<file path="src/rtl/command_vars.sv">
// Shared command definitions for the SPI NAND command path.
// Holds the mem_command command encoding, the feature-register constants
// used when polling, the program-sequence status codes, and the state and
// step encodings used by nand_prog_seq.
package command_vars;

  typedef enum logic [3:0] {
    NO_COMMAND      = 4'd0,
    PROG_LOAD1      = 4'd1,
    WRITE_ENABLE    = 4'd2,
    PROGRAM_EXECUTE = 4'd3,
    GET_FEATURE     = 4'd4
  } SPI_Command;

  // Status feature register address and the bits read from it
  localparam logic [7:0] FEAT_STATUS = 8'hC0;
  localparam int         OIP_BIT     = 0;
  localparam int         PFAIL_BIT   = 3;

  // Program-sequence result codes
  localparam logic [1:0] ST_PASS    = 2'b00;
  localparam logic [1:0] ST_PFAIL   = 2'b01;
  localparam logic [1:0] ST_TIMEOUT = 2'b10;
  localparam logic [1:0] ST_PROTO   = 2'b11;

  typedef enum logic [2:0] {
    S_IDLE,
    S_ISSUE,
    S_WAIT_ACK,
    S_WAIT_RDY,
    S_GAP,
    S_EVAL,
    S_DONE
  } seq_state_t;

  typedef enum logic [1:0] {
    STEP_LOAD,
    STEP_WREN,
    STEP_EXEC,
    STEP_POLL
  } seq_step_t;

endpackage

</file>
<file path="src/rtl/nand_prog_seq_cycle_timer.sv">
// cycle_timer: loadable down-counter with a single-cycle expire pulse.
// Ports:
//   i_Clk, i_Rst_L  clock, asynchronous active-low reset
//   i_Load          load i_Load_Val into the counter (wins over i_En)
//   i_Load_Val      number of enabled cycles until expiry
//   i_En            count this cycle
//   o_Expire        high during the last enabled cycle of the loaded count
module cycle_timer #(
  parameter int W = 8
) (
  input  logic         i_Clk,
  input  logic         i_Rst_L,
  input  logic         i_Load,
  input  logic [W-1:0] i_Load_Val,
  input  logic         i_En,
  output logic         o_Expire
);

  logic [W-1:0] cnt_q;
  logic [W-1:0] cnt_d;

  always_comb begin
    cnt_d = cnt_q;
    if (i_Load) begin
      cnt_d = i_Load_Val;
    end else if (i_En && (cnt_q != '0)) begin
      cnt_d = cnt_q - W'(1);
    end
  end

  always_ff @(posedge i_Clk or negedge i_Rst_L) begin
    if (!i_Rst_L) begin
      cnt_q <= '0;
    end else begin
      cnt_q <= cnt_d;
    end
  end

  // A load of N expires on the Nth enabled cycle, so the owner sees exactly
  // N cycles in its counting state.
  assign o_Expire = i_En && (cnt_q == W'(1));

endmodule

</file>
<file path="src/rtl/nand_prog_seq.sv">
// nand_prog_seq: drives mem_command to program one SPI NAND page.
// Issues PROG_LOAD1, WRITE_ENABLE, PROGRAM_EXECUTE, then polls GET_FEATURE
// on the status register until OIP clears, and reports the result.
// Ports:
//   i_Clk, i_Rst_L          clock, asynchronous active-low reset
//   i_Start                 start request (only honoured when idle)
//   i_Column, i_Row         page column / row address, latched on start
//   o_Busy, o_Done          sequence busy, one-cycle completion pulse
//   o_Status                00 pass, 01 P_FAIL, 10 timeout, 11 protocol error
//   o_Command, o_CM_DV,
//   o_Addr_Data             command port towards mem_command
//   i_CM_Ready              mem_command ready
//   i_RX_Feature_Byte/_DV   feature byte returned by GET_FEATURE
module nand_prog_seq
  import command_vars::*;
#(
  parameter int MAX_POLLS = 64,
  parameter int POLL_GAP  = 100,
  parameter int ACK_WAIT  = 8
) (
  input  logic        i_Clk,
  input  logic        i_Rst_L,
  input  logic        i_Start,
  input  logic [12:0] i_Column,
  input  logic [23:0] i_Row,
  output logic        o_Busy,
  output logic        o_Done,
  output logic [1:0]  o_Status,
  output SPI_Command  o_Command,
  output logic        o_CM_DV,
  output logic [23:0] o_Addr_Data,
  input  logic        i_CM_Ready,
  input  logic [7:0]  i_RX_Feature_Byte,
  input  logic        i_RX_Feature_DV
);

  localparam int T_MAX = (ACK_WAIT > POLL_GAP) ? ACK_WAIT : POLL_GAP;
  localparam int TW    = $clog2(T_MAX + 1);

  seq_state_t  state_q, state_d;
  seq_step_t   step_q, step_d;
  logic [7:0]  poll_cnt_q, poll_cnt_d;
  logic [12:0] col_q, col_d;
  logic [23:0] row_q, row_d;
  logic [7:0]  feat_q, feat_d;
  logic        got_byte_q, got_byte_d;
  logic [1:0]  status_q, status_d;
  SPI_Command  cmd_q, cmd_d;
  logic        dv_q, dv_d;
  logic [23:0] addr_q, addr_d;
  logic        busy_q, busy_d;
  logic        done_q, done_d;

  logic          tmr_load;
  logic [TW-1:0] tmr_val;
  logic          tmr_en;
  logic          tmr_expire;

  // One timer serves both the ack window and the poll gap; the two never
  // overlap because each is owned by a different state.
  cycle_timer #(.W(TW)) u_timer (
    .i_Clk      (i_Clk),
    .i_Rst_L    (i_Rst_L),
    .i_Load     (tmr_load),
    .i_Load_Val (tmr_val),
    .i_En       (tmr_en),
    .o_Expire   (tmr_expire)
  );

  always_comb begin
    state_d    = state_q;
    step_d     = step_q;
    poll_cnt_d = poll_cnt_q;
    col_d      = col_q;
    row_d      = row_q;
    feat_d     = feat_q;
    got_byte_d = got_byte_q;
    status_d   = status_q;
    cmd_d      = NO_COMMAND;
    addr_d     = '0;
    dv_d       = 1'b0;
    tmr_load   = 1'b0;
    tmr_val    = '0;
    tmr_en     = 1'b0;

    unique case (state_q)
      S_IDLE: begin
        if (i_Start) begin
          col_d      = i_Column;
          row_d      = i_Row;
          step_d     = STEP_LOAD;
          poll_cnt_d = '0;
          got_byte_d = 1'b0;
          status_d   = ST_PASS;
          state_d    = S_ISSUE;
        end
      end

      S_ISSUE: begin
        if (i_CM_Ready) begin
          dv_d     = 1'b1;
          tmr_load = 1'b1;
          tmr_val  = TW'(ACK_WAIT);
          state_d  = S_WAIT_ACK;
          unique case (step_q)
            STEP_LOAD: begin
              cmd_d  = PROG_LOAD1;
              addr_d = {11'b0, col_q};
            end
            STEP_WREN: begin
              cmd_d  = WRITE_ENABLE;
              addr_d = '0;
            end
            STEP_EXEC: begin
              cmd_d  = PROGRAM_EXECUTE;
              addr_d = row_q;
            end
            STEP_POLL: begin
              cmd_d  = GET_FEATURE;
              addr_d = {8'h00, FEAT_STATUS, 8'h00};
            end
          endcase
        end
      end

      S_WAIT_ACK: begin
        tmr_en = 1'b1;
        // A late ack arriving on the expiry cycle still counts as an ack.
        if (!i_CM_Ready) begin
          state_d = S_WAIT_RDY;
        end else if (tmr_expire) begin
          status_d = ST_PROTO;
          state_d  = S_DONE;
        end
      end

      S_WAIT_RDY: begin
        // Captured even on the cycle ready returns.
        if ((step_q == STEP_POLL) && i_RX_Feature_DV) begin
          feat_d     = i_RX_Feature_Byte;
          got_byte_d = 1'b1;
        end
        if (i_CM_Ready) begin
          unique case (step_q)
            STEP_LOAD: begin
              step_d  = STEP_WREN;
              state_d = S_ISSUE;
            end
            STEP_WREN: begin
              step_d  = STEP_EXEC;
              state_d = S_ISSUE;
            end
            STEP_EXEC: begin
              step_d  = STEP_POLL;
              state_d = S_ISSUE;
            end
            STEP_POLL: begin
              state_d = S_EVAL;
            end
          endcase
        end
      end

      S_EVAL: begin
        if (!got_byte_q) begin
          status_d = ST_PROTO;
          state_d  = S_DONE;
        end else if (!feat_q[OIP_BIT]) begin
          status_d = feat_q[PFAIL_BIT] ? ST_PFAIL : ST_PASS;
          state_d  = S_DONE;
        end else if ((poll_cnt_q + 8'd1) == 8'(MAX_POLLS)) begin
          status_d = ST_TIMEOUT;
          state_d  = S_DONE;
        end else begin
          poll_cnt_d = poll_cnt_q + 8'd1;
          tmr_load   = 1'b1;
          tmr_val    = TW'(POLL_GAP);
          state_d    = S_GAP;
        end
      end

      S_GAP: begin
        tmr_en = 1'b1;
        if (tmr_expire) begin
          got_byte_d = 1'b0;
          state_d    = S_ISSUE;
        end
      end

      S_DONE: begin
        state_d = S_IDLE;
      end

      default: begin
        state_d = S_IDLE;
      end
    endcase

    // Busy/Done are registered copies of where the FSM is heading, so they
    // line up with the state register without a combinational output path.
    busy_d = (state_d != S_IDLE);
    done_d = (state_d == S_DONE);
  end

  always_ff @(posedge i_Clk or negedge i_Rst_L) begin
    if (!i_Rst_L) begin
      state_q    <= S_IDLE;
      step_q     <= STEP_LOAD;
      poll_cnt_q <= '0;
      col_q      <= '0;
      row_q      <= '0;
      feat_q     <= '0;
      got_byte_q <= 1'b0;
      status_q   <= ST_PASS;
      cmd_q      <= NO_COMMAND;
      dv_q       <= 1'b0;
      addr_q     <= '0;
      busy_q     <= 1'b0;
      done_q     <= 1'b0;
    end else begin
      state_q    <= state_d;
      step_q     <= step_d;
      poll_cnt_q <= poll_cnt_d;
      col_q      <= col_d;
      row_q      <= row_d;
      feat_q     <= feat_d;
      got_byte_q <= got_byte_d;
      status_q   <= status_d;
      cmd_q      <= cmd_d;
      dv_q       <= dv_d;
      addr_q     <= addr_d;
      busy_q     <= busy_d;
      done_q     <= done_d;
    end
  end

  // Only OIP and P_FAIL drive decisions; the rest of the byte is kept whole
  // so it is easy to inspect when debugging.
  logic feat_unused;
  assign feat_unused = ^{feat_q[7:4], feat_q[2:1]};

  assign o_Busy      = busy_q;
  assign o_Done      = done_q;
  assign o_Status    = status_q;
  assign o_Command   = cmd_q;
  assign o_CM_DV     = dv_q;
  assign o_Addr_Data = addr_q;

endmodule

</file>
<file path="config.mk">
export PLATFORM = sky130hd
export DESIGN_NAME = nand_prog_seq
export DESIGN_NICKNAME = d
export VERILOG_FILES = /design/src/rtl/command_vars.sv /design/src/rtl/nand_prog_seq_cycle_timer.sv /design/src/rtl/nand_prog_seq.sv
export SDC_FILE = /design/constraint.sdc
export NUM_CORES = 1
export LEC_CHECK = 0
export ABC_AREA = 1
export BUFFER_PORTS_ARGS = -buffer_cell sky130_fd_sc_hd__buf_4
export CAP_MARGIN = 40
export CORE_AREA = 2 2 99 101
export CTS_CLUSTER_DIAMETER = 30
export DETAILED_ROUTE_END_ITERATION = 8
export DIE_AREA = 0 0 101 103
export GPL_TIMING_DRIVEN = 0
export PLACE_DENSITY = 0.66
export SYNTH_ARGS = -nofsm -noshare
export SYNTH_HDL_FRONTEND = slang
export SYNTH_SLANG_ARGS = --single-unit
</file>
<file path="constraint.sdc">
create_clock -name i_Clk -period 4.4 [get_ports i_Clk]
set_clock_uncertainty 0.15 [all_clocks]
set_input_delay 0.22 -clock i_Clk [delete_from_list [all_inputs] [get_ports i_Clk]]
set_output_delay 0.22 -clock i_Clk [all_outputs]
set_load 0.01 [all_outputs]
</file>
==> impl_metrics.ini, run 1 <==
[run_status]
outcome = completed

[placement]
place_hpwl_mm = 6.369
portBuffers = 75
gp_congestion = 0.8711
dp_cells = 660
place_ws_ns = 2.298
postPlaceCellArea_um2 = 4816

[floorplan]
coreArea_um2 = 9459
io_pins = 83
fp.dieArea_um2 = 10400
die_w_um = 101
die_h_um = 103
rows = 36
start_util_pct = 43.16

[detailed_routing]
viasPerCell = 4.714
drt-met1-wl_mm = 4.355
drc = 0
dr_wl_met2_mm = 4.518
routed_wl_mm = 9.244
top_layer_used = met4
vias = 3375
ant_nets = 0
drt_pass1_iterations = 4
first_iter_violations = 133
wl_per_cell_um = 12.91
routed-wl-met3_um = 246

[timing]
hold_viol = 0
period_minus_slack_ns = 2.126
fmax_mhz = 470.3
drv_slew = 0
setup_violations = 0
period_share_pct = 48.32
layout_setup_ws_ns = 2.274
holdWs_ns = 0.01642
final.setup.tns_ns = 0
rsz0062_at_grt = false

[synthesis]
ys_ff_latch = 92
netlist-cell-type-count = 32
syn_area_per_cell_um2 = 8.687
synth_area_um2 = 4083
yosysSeqAreaShare_pct = 56.39
synthFlopType = dfrtp_1
syn-num-nets = 529
yosys_warnings = 0
synthCells = 470
synth-async-reset-ratio_pct = 100.0
synth_edf_count = 0

[power]
p_leak_nw = 2.884
power_density_nw_per_um2 = 507.3
power_mw = 2.739
irDropWorstVdd_v = 0.0002443

[clocking]
post_cts_buffers = 0
clock_latency_ns = 0.36
clock_sinks = 92
cts_tree = done
cts_hold_buffers = 40
cts_max_path_buffers = 2
clk_pin_slew_ns = 0.09
cts_buffers = 9
ctsResizeCount = 0
htreeDepth = 3
cts-root-buf = clkbuf_8

[worst_setup_path]
r2r_setup_slack_ns = 2.27
criticalPathCategory = reg -> reg
crit_path_end_kind = flip-flop
rr_endpoint = o_Addr_Data[11]
endpoint = o_Addr_Data[11]
reg2reg_from = step_q[0]
cp.arrival_ns = 2.28
crit_path_start_kind = flip-flop
worstPathMaxFanout = 10
worst_r2r_path_depth = 10
worst_ep_required_time_ns = 4.56
cp-startpoint = step_q[0]

[layout]
diodes = 0
seq_area_um2 = 2302
multiInputGateArea_um2 = 1471
stdcell_count = 716
fillers = 881
area_growth_pct = 32.24
final_area_um2 = 5399
nets = 656
post-route-util_pct = 57.08
drive_gt1_share_pct = 19.27

[grt]
grt_pass1_vias = 3323
grt_util_all_layers_pct = 18.86
antenna_found_initial = 0
grt_pass1_wl_mm = 15.35
grt-ovfl-total = 0
grt_max_degree = 59

[worst_hold_path]
worstHoldPathType = in -> reg

[flow_run]
maxCapViolCount = 0
==> final cells by class <==
type	count	area share [%]
timing repair buffer	116	18.35
tap	114	2.642
clock inverter	7	1.089
sequential	92	42.64
buffer	15	1.483
multi-input combinational	302	27.25
inverter	61	4.241
clock buffer	9	2.294
==> kinds of logic (layout without fill, tap and decap cells) <==
group | after synthesis | in the layout | share of synthesized area [%]
other cells | 1 | 1 | 0.09185
buf+inv | 76 | 208 | 7.570
compound gates | 56 | 56 | 9.072
flops | 92 | 92 | 56.39
simple gates | 232 | 232 | 23.26
xor+xnor | 4 | 4 | 0.8580
fa+ha+maj | 9 | 9 | 2.758
==> report_power, final <==
part	switching (mW)	internal [mW]	total [mW]
registers	0.141	1.09	1.24
clock network	0.317	0.214	0.531
logic	0.569	0.403	0.972
==> worst min-delay path by stage <==
stage                startpoint             to  slack (ns)  cells after the start
CTS                  i_CM_Ready     state_q[2]      0.0009                      3
global route         i_CM_Ready     state_q[2]        0.04                      3
finish               i_CM_Ready     state_q[2]        0.02                      3
detailed placement      i_Rst_L  poll_cnt_q[5]        0.06                      1
global placement    i_Column[6]       col_q[6]        0.27                      3
floorplan               i_Rst_L       col_q[0]       -0.23                      0
==> critical path, stage by stage, from the launching register on <==
cell and delay [ns]:
dfrtp_1 0.46, inv_1 0.09, ha_1 0.20, clkbuf_1 0.20, inv_1 0.09, nand2_1 0.06
inv_2 0.11, clkbuf_1 0.41, a22o_1 0.21, nand2_1 0.05, inv_1 0.05
==> per-layer routing <==
| layer | vias to the layer above | global-route usage [%] |
|---|---|---|
| li1 | 1721 | - |
| met1 | 1573 | 24.54 |
| met2 | 69 | 31.74 |
| met3 | 12 | 2.847 |
| met4 | 0 | 7.900 |
| met5 | - | 0 |
==> flip-flops by register name, summed over array words and instances (netlist names) <==
| register | count |
|---|---|
| o_CM_DV | 1 |
| o_Addr_Data | 24 |
| got_byte_q | 1 |
| poll_cnt_q | 8 |
| row_q | 24 |
| u_timer.cnt_q | 7 |
| state_q | 3 |
| col_q | 13 |
| o_Status | 2 |
| feat_q | 2 |
| step_q | 2 |
| o_Command | 3 |
| o_Busy | 1 |
| o_Done | 1 |
==> cell usage after synthesis, types with 6 or more instances <==
cell	n	area, µm²
nor3_1	6	30.03
o21ai_0	16	80.08
nand3_1	15	75.07
a21oi_1	8	40.04
clkbuf_1	6	22.52
nand2_1	159	596.8
o21ai_1	8	40.04
a22o_1	13	113.9
ha_1	9	112.6
nor2_1	37	138.9
inv_1	58	217.7
buf_2	7	35.03
dfrtp_1	92	2302
==> layout by cell type (no fill, tap or decap), drive strengths merged, types with 6 or more instances in the layout <==
| cell | netlist | routed |
|---|---|---|
| nand2 | 162 | 162 |
| dfrtp | 92 | 92 |
| buf | 9 | 85 |
| inv | 61 | 64 |
| dlygate4sd3 | 0 | 40 |
| nor2 | 40 | 40 |
| o21ai | 26 | 26 |
| nand3 | 16 | 16 |
| clkbuf | 6 | 15 |
| a22o | 13 | 13 |
| ha | 9 | 9 |
| a21oi | 8 | 8 |
| nor3 | 6 | 6 |
Note: power is estimated with default switching activity, not from simulation.
==> run 2, diff against run 1 <==
- ABC_AREA: 1 -> 0
- clock period: 4.4 -> 2.15 ns (I/O delays scaled with it)
==> run 2 against run 1 <==
The flow now finishes with violations (setup timing). Combinational power increased by 140%. Total power rose by 120%. Design area up 2.4%. Critical path type unchanged. Critical endpoint is now o_Status[1].
==> impl_metrics.ini, run 2 <==
[placement]
dp_cells = 612
place_hpwl_mm = 6.486
gp_congestion = 0.8414
portBuffers = 74

[timing]
fmax_mhz = 453.1
rsz0062_at_grt = true
layout_setup_ws_ns = -0.05716
final.setup.tns_ns = -0.06442
drv_slew = 0
setup_violations = 2
relSlewSlack_pct = 65.14
worst_pin_slew_ns = 0.5229
period_share_pct = 102.7
hold_viol = 0
holdWs_ns = 0.03265
period_minus_slack_ns = 2.207

[grt]
grt_max_degree = 69
grt_pass1_vias = 3357
grt_pass1_wl_mm = 16.25
antenna_found_initial = 0
grt_util_all_layers_pct = 20.43
grt-ovfl-total = 0

[detailed_routing]
wl_per_cell_um = 15.19
viasPerCell = 5.150
ant_nets = 0
drc = 0
vias = 3476
drt_pass1_iterations = 4
routed_wl_mm = 10.26
first_iter_violations = 207

[worst_hold_path]
worstHoldPathType = in -> reg

[synthesis]
netlist.top_cell.by_area = dfrtp_1
synth_area_um2 = 4068
ys_ff_latch = 92
syn-num-nets = 482
synthCells = 423
yosys_warnings = 0
netlist-cell-type-count = 44
yosys.cell_count.top_type = nand2_1
synth-async-reset-ratio_pct = 100.0
synthTopCellsByCount = nand2_1 (131), dfrtp_1 (92), nor2_1 (26), clkbuf_1 (18)
synth_edf_count = 0
syn_area_per_cell_um2 = 9.616
synth_top_cell_area_share_pct = 56.60
synth_area_leaders = dfrtp_1 (57%), nand2_1 (12%), ha_1 (2.8%)
yosysSeqAreaShare_pct = 56.60
synthFlopType = dfrtp_1

[power]
p_leak_nw = 2.738
power_density_nw_per_um2 = 1107
irDropWorstVdd_v = 0.0006100

[worst_setup_path]
cp.arrival_ns = 2.31
cp_slowest_cell = or4_4
crit_path_start_kind = flip-flop
crit_path_end_kind = flip-flop
crit_family = simple AND/OR/NAND/NOR gates
path_cells = nor4b_4 > a22oi_2 > or4_4 > a21oi_4 > mux2_4
r2r_setup_slack_ns = -0.06
slowest_delay_ns = 0.49
criticalPathCategory = reg -> reg
cp_num_buf_inv = 0
worst_ep_required_time_ns = 2.25
worstPathMaxFanout = 7

[flow_run]
maxCapViolCount = 0

[layout]
diodes = 0
post-route-util_pct = 58.43
area_growth_pct = 35.87
stdcell_count = 675
final_cell_mix = nand2_1 (130), dfrtp_1 (86), buf_4 (82)
drive_gt1_share_pct = 22.99
final_common_cell = nand2_1
nets = 615

[floorplan]
io_pins = 83
rows = 36
fp.dieArea_um2 = 10400
start_util_pct = 43.00
coreArea_um2 = 9459
die_w_um = 101
die_h_um = 103

[clocking]
clock_latency_ns = 0.36
clock_sinks = 92
htreeDepth = 3
clk_pin_slew_ns = 0.09
cts_buffers = 9
cts_tree = done
cts_max_path_buffers = 2
cts-root-buf = clkbuf_8

[run_status]
violations = setup timing
outcome = complete, but fails checks
run 2: cell type report:
type	instances	area, µm²
Fill cell	826	3933
Inverter	10	37.54
Multi-Input combinational cell	300	1703
Buffer	20	93.84
Timing Repair Buffer	123	1049
Clock buffer	11	131.4
Clock inverter	5	60.06
Tap cell	114	142.6
Sequential cell	92	2310
run 2: per-stage QoR:
stage               instance area, µm²  power, mW  setup WS [ns]
floorplan                         4068      4.019        0.08635
global placement                  4766      4.681        -0.1744
detailed placement                4793      4.771        -0.2603
CTS                               5433      6.041       -0.04171
global route                      5527      6.586        -0.1276
finish                            5527      6.116       -0.05716
run 2: metal layers:
metal / track usage [%] / share of wire [%]
met5: 0 / 0
met4: 9.771 / 2.5
met3: 4.542 / 4.7
met2: 33.28 / 49
met1: 26.09 / 43
run 2: logic make-up after synthesis:
family | after synthesis | synth area share, %
XOR/XNOR | 3 | 0.6461
buffers and inverters | 31 | 3.015
AO/OA/AOI/OAI | 52 | 9.044
adder cells (fa/ha/maj) | 9 | 2.768
flip-flops | 92 | 56.60
multiplexers | 13 | 3.291
other | 1 | 0.09219
AND/OR/NAND/NOR | 222 | 24.55
run 2: worst reg2reg max path, stage by stage (launching register included):
cell     delay [ns]
dfrtp_2        0.47
nor4b_4        0.33
a22oi_2        0.17
or4_4          0.49
a21oi_4        0.18
mux2_4         0.31
run 2: where the power goes:
part	total, mW	switching (mW)	internal (mW)
Sequential	2.64	0.355	2.28
Clock	1.16	0.613	0.543
Combinational	2.32	1.33	0.995
run 2: path summary, 6_finish.rpt:
| check | from | endpoint | cells past startpoint |
|---|---|---|---|
| setup / recovery | poll_cnt_q[3] | o_Status[1] | 5 |
| hold / removal | i_Start | state_q[0] | 3 |
| setup reg to reg | poll_cnt_q[3] | o_Status[1] | 5 |
| hold reg to reg | row_q[19] | row_q[19] | 2 |
| max in group asynchronous | i_Rst_L | o_Addr_Data[18] | 3 |
| min in group asynchronous | i_Rst_L | u_timer.cnt_q[0] | 2 |
run 2: what timing repair did:
action / 4_1_cts / 5_1_grt
hold buffers: 42 / 0
gates resized for setup: 10 / 25
hold endpoints to repair: 132 / 0
buffers inserted: 2 / 4
cloned: 0 / 0
pin swaps: 1 / 2
endpoints found under the setup margin: 39 / 51
==> run 3, diff against run 2 <==
- CORE_AREA: 2 2 99 101 -> 5 5 102 104
- DIE_AREA: 0 0 101 103 -> 0 0 107 109
- MAX_ROUTING_LAYER: unset -> met4
==> run 3 against run 2 <==
The flow still finishes with violations (setup timing). Global-route usage fell by 1.4 points. Via count rose by 2.3%. Design area rose by 1.6%. Combinational power barely moved. Critical path depth did not move. Critical endpoint unchanged.
==> impl_metrics.ini, run 3 (synthesized netlist as in run 2, its figures left out) <==
[placement]
dp_cells = 612
place_ws_ns = -0.1961
gp_congestion = 0.8891
postPlaceCellArea_um2 = 4793
portBuffers = 74
place_hpwl_mm = 6.786

[timing]
period_minus_slack_ns = 2.163
worst_pin_slew_ns = 0.6157
final.setup.tns_ns = -0.01771
drv_slew = 0
period_share_pct = 100.6
relSlewSlack_pct = 58.44
hold_viol = 0
setup_violations = 2
layout_setup_ws_ns = -0.01314
fmax_mhz = 462.3
rsz0062_at_grt = true

[clocking]
clock_latency_ns = 0.36
cts_max_path_buffers = 2
cts_tree = done
clk_pin_slew_ns = 0.09
cts_buffers = 9
htreeDepth = 3
clock_sinks = 92
cts-root-buf = clkbuf_8

[worst_setup_path]
cp.arrival_ns = 2.25
crit_path_start_kind = flip-flop
worstPathMaxFanout = 4
worst_ep_required_time_ns = 2.24
criticalPathCategory = reg -> reg
crit_path_end_kind = flip-flop

[power]
irDropWorstVdd_v = 0.0005184
power_mw = 6.052
power_density_nw_per_um2 = 1077
p_leak_nw = 2.801

[floorplan]
coreArea_um2 = 9459
die_h_um = 109
io_pins = 83
die_w_um = 107
start_util_pct = 43.00
fp.dieArea_um2 = 11660
rows = 36

[layout]
nets = 629
diodes = 0
area_growth_pct = 38.08
final_area_um2 = 5617
stdcell_count = 688
final_cell_mix = nand2_1 (131), buf_4 (97), dfrtp_1 (87)
drive_gt1_share_pct = 24.22
final_common_cell = nand2_1

[run_status]
violations = setup timing
outcome = complete, but fails checks

[detailed_routing]
vias = 3557
viasPerCell = 5.170
drt_pass1_iterations = 4
ant_nets = 0
routed_wl_mm = 10.66
wl_per_cell_um = 15.50
drc = 0
first_iter_violations = 200

[worst_hold_path]
worstHoldPathType = in -> reg

[grt]
grt_pass1_vias = 3663
grt-ovfl-total = 0
antenna_found_initial = 0
grt_max_degree = 65
grt_util_all_layers_pct = 19.07
grt_pass1_wl_mm = 16.91

[flow_run]
maxCapViolCount = 0
## run 3: final timing paths
check | from | end | slack, ns | cells past startpoint
min in group asynchronous | i_Rst_L | poll_cnt_q[4] | 0.07 | 2
max in group asynchronous | i_Rst_L | row_q[1] | 1.14 | 3
worst min register to register | row_q[17] | row_q[17] | 0.33 | 2
worst max register to register | poll_cnt_q[6] | o_Status[1] | -0.01 | 5
worst max-delay path | poll_cnt_q[6] | o_Status[1] | -0.01 | 5
worst min-delay path | i_Start | state_q[0] | 0.03 | 3
## run 3: final cells by class
class                      count  area (µm²)
buffer                        19       90.09
clock buffer                  12       155.1
clock inverter                 3       21.27
fill                         819        3842
inverter                      10       37.54
multi-input combinational    300        1703
sequential                    92        2308
tap                          114       142.6
timing repair buffer         138        1159
## run 3: metrics by stage
stage          hold slack (ns)  util [%]
2_1_floorplan          -0.3381         -
5_1_grt                0.04458     59.38
4_1_cts                0.01478     57.83
6_report               0.02682     59.38
3_3_place_gp            0.1485     50.38
3_5_place_dp          -0.07930     50.67
## run 3: power by group
group	internal (mW)	switching (mW)	total (mW)	leakage [nW]
sequential	2.28	0.371	2.66	1.19
clock	0.480	0.589	1.07	0.0889
combinational	1.02	1.30	2.33	1.52
## run 3: what timing repair did
item,4_1_cts,5_1_grt
setup buffers,8,14
gates resized for setup,14,13
hold endpoints to repair,132,0
hold buffers,41,0
pin swaps,2,5
endpoints found under the setup margin,40,34
## run 3: worst max-delay path, cell delays in order (launching register included)
cell	delay [ns]
dfrtp_1	0.40
nand4_1	0.15
o21a_1	0.27
or4_4	0.59
a21oi_4	0.18
mux2_4	0.31
## run 3: per-layer routing
| layer | GRT usage [%] | share of wire, % | vias to the layer above |
|---|---|---|---|
| met1 | 22.79 | 43 | 1728 |
| met3 | 3.434 | 4.5 | 27 |
| li1 | - | - | 1708 |
| met2 | 31.38 | 49 | 94 |
| met4 | 9.315 | 3.1 | 0 |
| met5 | - | 0 | - |
